File: config.mk
export PLATFORM = sky130hd
export DESIGN_NAME = pipe_stage_elastic
export DESIGN_NICKNAME = d
export VERILOG_FILES = /design/src/rtl/pipe_stage_elastic.sv
export SDC_FILE = /design/constraint.sdc
export NUM_CORES = 1
export LEC_CHECK = 0
export CAP_MARGIN = 20
export CORE_ASPECT_RATIO = 0.7
export CORE_MARGIN = 1.5
export CORE_UTILIZATION = 40
export CTS_CLUSTER_SIZE = 24
export DETAILED_ROUTE_END_ITERATION = 12
export GPL_ROUTABILITY_DRIVEN = 0
export MAX_ROUTING_LAYER = met4
export PLACE_DENSITY_LB_ADDON = 0.2
export REMOVE_ABC_BUFFERS = 1
export SLEW_MARGIN = 30
export SYNTH_ARGS = -nofsm -noshare
export SYNTH_HDL_FRONTEND = slang
export SYNTH_SLANG_ARGS = --single-unit
File: constraint.sdc
create_clock -name CLK -period 2.6 [get_ports CLK]
set_clock_uncertainty 0.15 [all_clocks]
set_input_delay 0.52 -clock CLK [delete_from_list [all_inputs] [get_ports CLK]]
set_output_delay 0.52 -clock CLK [all_outputs]
set_load 0.005 [all_outputs]
File: src/rtl/pipe_stage_elastic.sv
// pipe_stage_elastic
// Reusable elastic pipeline register for the inter-stage boundaries
// (IF/ID, ID/EX, EX/MEM, MEM/WB). It carries a data field and a control
// field, with a valid/ready handshake on each side.
//
// Parameters:
//   DATA_W     payload width (instr, npc, aluout, ...)
//   CTRL_W     control width (rfWEN, dREN, dWEN, halt, ...)
//   SKID       0: one entry, combinational in_ready
//              1: main + skid entry, registered in_ready
//   CLEAR_DATA 1: flush zeroes data, 0: flush leaves data stale
//
// Ports:
//   CLK, RST              clock, synchronous active-high reset
//   flush                 squash every held entry
//   in_valid / in_ready   upstream handshake, in_data / in_ctrl payload
//   out_valid / out_ready downstream handshake, out_data / out_ctrl head entry
//   occupancy             entries held (0..2)
//   stall_cnt             saturating count of back-pressured cycles
//
// state    | meaning
// ST_EMPTY | nothing held, out_valid = 0
// ST_ONE   | head entry in main
// ST_TWO   | head in main, next entry in skid (SKID = 1 only)

module pipe_stage_elastic #(
    parameter int DATA_W     = 64,
    parameter int CTRL_W     = 8,
    parameter int SKID       = 0,
    parameter int CLEAR_DATA = 1
) (
    input  logic              CLK,
    input  logic              RST,
    input  logic              flush,
    input  logic              in_valid,
    output logic              in_ready,
    input  logic [DATA_W-1:0] in_data,
    input  logic [CTRL_W-1:0] in_ctrl,
    output logic              out_valid,
    input  logic              out_ready,
    output logic [DATA_W-1:0] out_data,
    output logic [CTRL_W-1:0] out_ctrl,
    output logic [1:0]        occupancy,
    output logic [15:0]       stall_cnt
);

    typedef enum logic [1:0] {
        ST_EMPTY = 2'd0,
        ST_ONE   = 2'd1,
        ST_TWO   = 2'd2
    } state_t;

    state_t              r_state;
    logic                r_in_ready;
    logic [DATA_W-1:0]   r_main_data;
    logic [CTRL_W-1:0]   r_main_ctrl;
    logic [DATA_W-1:0]   r_skid_data;
    logic [CTRL_W-1:0]   r_skid_ctrl;
    logic [15:0]         r_stall_cnt;

    logic   w_out_valid;
    logic   w_in_ready;
    logic   w_in_fire;
    logic   w_out_fire;
    state_t w_state_nxt;

    assign w_out_valid = (r_state != ST_EMPTY);
    // Without a skid entry, ready must look straight through to downstream
    // to keep full throughput; with one, it is taken from a flop.
    assign w_in_ready  = (SKID != 0) ? r_in_ready : (!w_out_valid || out_ready);
    assign w_in_fire   = in_valid && w_in_ready;
    assign w_out_fire  = w_out_valid && out_ready;

    always_comb begin
        w_state_nxt = r_state;
        if (flush) begin
            w_state_nxt = ST_EMPTY;
        end else begin
            case (r_state)
                ST_EMPTY: if (w_in_fire) w_state_nxt = ST_ONE;
                ST_ONE: begin
                    if (w_in_fire && !w_out_fire)
                        w_state_nxt = (SKID != 0) ? ST_TWO : ST_ONE;
                    else if (!w_in_fire && w_out_fire)
                        w_state_nxt = ST_EMPTY;
                end
                ST_TWO:   if (w_out_fire) w_state_nxt = ST_ONE;
                default:  w_state_nxt = ST_EMPTY;
            endcase
        end
    end

    always_ff @(posedge CLK) begin
        if (RST) begin
            r_state     <= ST_EMPTY;
            r_in_ready  <= 1'b1;
            r_main_data <= '0;
            r_main_ctrl <= '0;
            r_skid_data <= '0;
            r_skid_ctrl <= '0;
            r_stall_cnt <= '0;
        end else begin
            if (w_out_valid && !out_ready && (r_stall_cnt != 16'hFFFF))
                r_stall_cnt <= r_stall_cnt + 16'd1;

            r_state    <= w_state_nxt;
            r_in_ready <= (w_state_nxt != ST_TWO);

            if (flush) begin
                // An in_fire this cycle is dropped: upstream squashes it too.
                r_main_ctrl <= '0;
                r_skid_ctrl <= '0;
                if (CLEAR_DATA != 0) begin
                    r_main_data <= '0;
                    r_skid_data <= '0;
                end
            end else begin
                case (r_state)
                    ST_EMPTY: begin
                        if (w_in_fire) begin
                            r_main_data <= in_data;
                            r_main_ctrl <= in_ctrl;
                        end
                    end
                    ST_ONE: begin
                        if (w_in_fire && w_out_fire) begin
                            r_main_data <= in_data;
                            r_main_ctrl <= in_ctrl;
                        end else if (w_in_fire && (SKID != 0)) begin
                            r_skid_data <= in_data;
                            r_skid_ctrl <= in_ctrl;
                        end
                    end
                    ST_TWO: begin
                        if (w_out_fire) begin
                            r_main_data <= r_skid_data;
                            r_main_ctrl <= r_skid_ctrl;
                        end
                    end
                    default: ;
                endcase
            end
        end
    end

    assign in_ready  = w_in_ready;
    assign out_valid = w_out_valid;
    assign out_data  = r_main_data;
    // A bubble must never carry write enables downstream.
    assign out_ctrl  = w_out_valid ? r_main_ctrl : '0;
    assign occupancy = r_state;
    assign stall_cnt = r_stall_cnt;

endmodule

# --- Word level (Yosys, flattened, before mapping) ---
# Index checks and enable logic that the tools add are counted.
word_totals:
  reg_bits: 90
  out_inout_bits: 92
  word_cells: 44
op_classes:
  add_sub_neg: 1
  n_eq_ne: 7
  muxes: 14
  n_reduce_logical: 18
ops:
  columns: ["op", "count"]
  rows:
  - ["$mux 64", 3]
  - ["$pmux 64 s3", 1]
  - ["$mux 8", 4]
  - ["$pmux 8 s3", 1]
  - ["$add 16x1->16 const B", 1]
  - ["$ne 16x16->1 const B", 1]
  - ["$mux 2", 4]
  - ["$logic_and 1x1->1", 7]
  - ["$ne 2x2->1 const B", 3]
  - ["$pmux 2 s3", 1]
  - ["$logic_not 1->1", 4]
  - ["$reduce_and 4->1", 1]
  - ["$ne 3x3->1 const B", 1]
  - ["$reduce_and 3->1", 1]
  - ["$reduce_bool 3->1", 1]
  - ["$eq 2x1->1 const B", 1]
  - ["$eq 2x2->1 const B", 1]
  - ["$logic_not 2->1", 1]
  - ["$reduce_bool 2->1", 1]
  - ["$reduce_or 2->1", 1]
  - ["$logic_or 1x1->1", 1]

# --- Logic depth before layout (Yosys ltp) ---
depth:
  depth_word: 9
  mapped_depth: 9

# --- Worst setup path before layout ---
# No wires, ideal clock.
synth_timing:
  kind: "in2reg"
  startpoint: "input out_ready"
  endpoint: "register r_main_data[0], in the netlist out_data[0]"
  arrival_time_ns: 2.139
  required_time_ns: 2.380
  setup_slack_ns: 0.240
  path_stages: 8
  path_buffers: 2
  path_cell_list: "nand2b_1 -> clkbuf_1 -> and2_1 -> ha_1 -> mux2i_1 -> clkbuf_1 -> nand2_1 -> a21oi_1"
synth_between:
  elab_chain_len: 5
synth_rtl:
  columns: ["item", "line", "source"]
  rows:
  - ["start, declared", "40", "input logic out_ready,"]
  - ["$logic_or 1x1->1 *", "70", "assign w_in_ready = (SKID != 0) ? r_in_ready : (!w_out_valid || out_ready);"]
  - ["named net in_ready", "36", "output logic in_ready,"]
  - ["$logic_and 1x1->1 *", "71", "assign w_in_fire = in_valid && w_in_ready;"]
  - ["$logic_and 1x1->1", "126", "if (w_in_fire && w_out_fire) begin"]
  - ["$ne 2x2->1 (no source line)", null, null]
  - ["$reduce_and 4->1 (no source line) *", null, null]
  - ["end signal, assigned", "121", "r_main_data <= in_data;"]
  - ["end signal, assigned", "127", "r_main_data <= in_data;"]
  - ["end signal, assigned", "136", "r_main_data <= r_skid_data;"]
  - ["end, declared", "55", "logic [DATA_W-1:0] r_main_data;"]
# Mark *: on every way through the listed nets, which the timed path passes. The rest lies on a longest branch.
# A chain may end at the register's enable or synchronous reset.

# --- Worst setup path in the final report ---
layout_timing:
  startpoint: "input out_ready"
  endpoint: "output in_ready"
layout_between:
  elab_chain_len: 1
layout_rtl:
  columns: ["item", "line"]
  rows:
  - ["$logic_or 1x1->1", "70"]
  - ["end, declared", "36"]
# Every way passes these cells.

==> reports/results.txt <==
Status: finished clean
Area grow syn2layout: 62.3%
Post-DP HPWL: 7410 um
CTS Hold Bufs: 0
Peak supply drop: 0.000350 V
Total routed wirelength: 10300 um
Count leader, synth: nand2_1
Final global-route overflow total: 0
Largest cells by area after synthesis: dfxtp_1, nand2_1, a21oi_1
Cells after DPL: 689
Worst path slowest cell: clkdlybuf4s50_1
Initial antenna violation count: 0
DR DRC count: 0
PortBufs: 167
Syn avg cell area: 7.92 um^2
Die height: 80.7 um
Overall Global Routing Usage: 22.9%
Cell Chain, Critical Path: clkdlybuf4s50_1, nand2b_1, buf_4, clkdlybuf4s50_1
Crit start category: primary input
Critical path origin: out_ready
Worst path max stage delay: 0.51 ns
Hold path startpoint: r_main_ctrl[6]
CTS tree: built
Starting Density: 41.0%
Reg-to-reg startpoint: stall_cnt[0]
Yosys top cell by area: dfxtp_1
HP Class: flop to flop
Top cell type's share of synthesized area: 51.7%
Filler cells: 722
Number of flops mapped to enable cells by yosys: 0
Crit. End Element: output port
First-pass GRT wire length: 16000 um
Synth Flop Type: dfxtp_1
Critical-path maximum fanout: 9
Highest clock rate: 0.397 GHz
Max-slew violation count: 0
Post-synthesis register bit count: 89
Synth unique cells: 35
Worst Setup Slack, final: 0.0832 ns
Ys Warns: 0
DRT iter0 DRCs: 281
Buf/Inv on CP: 3
Hold Violations, Final: 0
Post_cts resized: 0
DR WL/cell: 14.6 um
Final setup viols: 0
Worst EP arrival: 1.85 ns
DP Worst Slack: 0.0559 ns
Worst-path clk slew: 0.06 ns
Die width: 114 um
Cell family with most CP delay: buffers and inverters
Power Dens Cells: 550 mW/mm^2
WP data required: 1.93 ns
MaxCap Viol Count: 0
Share of layout cells above drive strength 1: 5.51%
Post-route insts no fill: 704
Pre-antenna DRT Iters: 4
Top Ports: 169
CTS sink cnt: 89
Largest net degree at the start of global routing: 52
Post-synthesis sequential area ratio: 51.7%
Slew @ Worst Pin: 0.501 ns
Setup Buffers After CTS: 0
Post-DRT Antenna Nets: 0
Die area: 0.00919 mm^2
Clk root buf: clkbuf_16
Max H-tree Level: 3
Synthesized area: 0.00345 mm^2
Slew headroom: 66.6%
FFs w/ async S/R, synth: 0%
# diodes: 0
Core Region: 0.00841 mm^2
Pwr Total: 3070 uW
Longest Clk Path Bufs: 2
Unrepaired setup endpoints after global routing: false
Clock Latency Late Sink: 0.33 ns
Vias in the first global route: 3354
FP Rows: 28
Post-DR vias/cell: 5.06
Post-Synthesis Cells: 435
CP dominant cell by count: clkdlybuf4s50_1
WS Path Type: primary input to output port
Leak Pwr: 0.00199 uW
Tcrit/Tclk final: 96.8%
Top cells by count, synth: nand2_1, dfxtp_1, a21oi_1, clkbuf_1, and2_1
Finished Core Util: 66.5%
Fin crit period: 2.52 ns
Cts bufs inserted: 9
Via count: 3559
Nets: 674
## flip-flops by register name (all words and copies together), names as in the netlist
signal and cells:
out_data 64, r_main_ctrl 8, stall_cnt 16, occupancy 1
## path summary, 6_finish.rpt
path,end,slack (ns),depth (start not counted)
hold / removal,r_main_ctrl[6],0.30,2
hold reg to reg,r_main_ctrl[6],0.30,2
setup reg to reg,stall_cnt[10],0.42,5
setup / recovery,in_ready,0.08,4
## through the flow
| step | TNS [ns] | hold WS [ns] | cell area, um^2 |
|---|---|---|---|
| after floorplan | -133.91 | 0.277 | 3320 |
| after global placement | 0 | 0.283 | 5300 |
| after detailed placement | 0 | 0.290 | 5300 |
| after CTS | 0 | 0.300 | 5590 |
| after global routing | 0 | 0.317 | 5590 |
| final | 0 | 0.298 | 5590 |
## placed cells by master, fill, tap and decap left out, types with 3 or more instances in the layout
cell type,instances
a211oi_1,3
a21oi_1,84
and2_1,10
and3_1,4
buf_12,5
buf_4,8
clkbuf_16,9
clkdlybuf4s50_1,167
dfxtp_1,89
inv_1,5
nand2_1,147
nand3_1,5
nand4_1,7
nor2_1,4
nor4_1,3
o21ai_0,5
o31ai_1,6
or3_1,3
or4_1,5
## worst register-to-register path: stages (launching register included)
cell and delay [ns]:
dfxtp_1 0.46, ha_1 0.32, nand3_1 0.19, or3_4 0.38, or4_1 0.47, a21oi_1 0.15
## metal layers
metal	vias up	global-route usage [%]	share of wire, %
met2	141	36.3	47
met4	0	6.75	0.75
met3	6	6.79	8.1
met5	-	-	0
met1	1637	28.4	45
li1	1775	-	-
## report_power, final
group / internal (uW) / total [uW] / leakage [uW] / switching (uW)
registers: 1400 / 1420 / 0.000723 / 21.4
logic: 215 / 360 / 0.00113 / 145
clock network: 793 / 1290 / 0.000142 / 499
total: 2410 / 3070 / 0.00199 / 666
## final cells by class
| cell class | count | area [um^2] | area share (%) |
|---|---|---|---|
| Sequential cell | 89 | 1780 | 31.8 |
| Timing Repair Buffer | 180 | 1830 | 32.7 |
| Clock buffer | 13 | 260 | 4.65 |
| Clock inverter | 2 | 37.5 | 0.671 |
| Inverter | 5 | 18.8 | 0.335 |
| Multi-Input combinational cell | 310 | 1530 | 27.4 |
| Tap cell | 105 | 131 | 2.35 |
## cells by family (layout without fill, tap and decap cells)
| logic type | count (synthesis) | after routing | share of synthesized area (%) |
|---|---|---|---|
| flip-flops | 89 | 89 | 51.7 |
| AND/OR/NAND/NOR | 202 | 202 | 26.7 |
| AO/OA/AOI/OAI | 103 | 103 | 16.0 |
| multiplexers | 2 | 2 | 0.617 |
| adder cells (fa/ha/maj) | 2 | 2 | 0.726 |
| other | 1 | 1 | 0.109 |
| buffers and inverters | 36 | 200 | 4.18 |
Note: power is estimated with default switching activity, not from simulation.
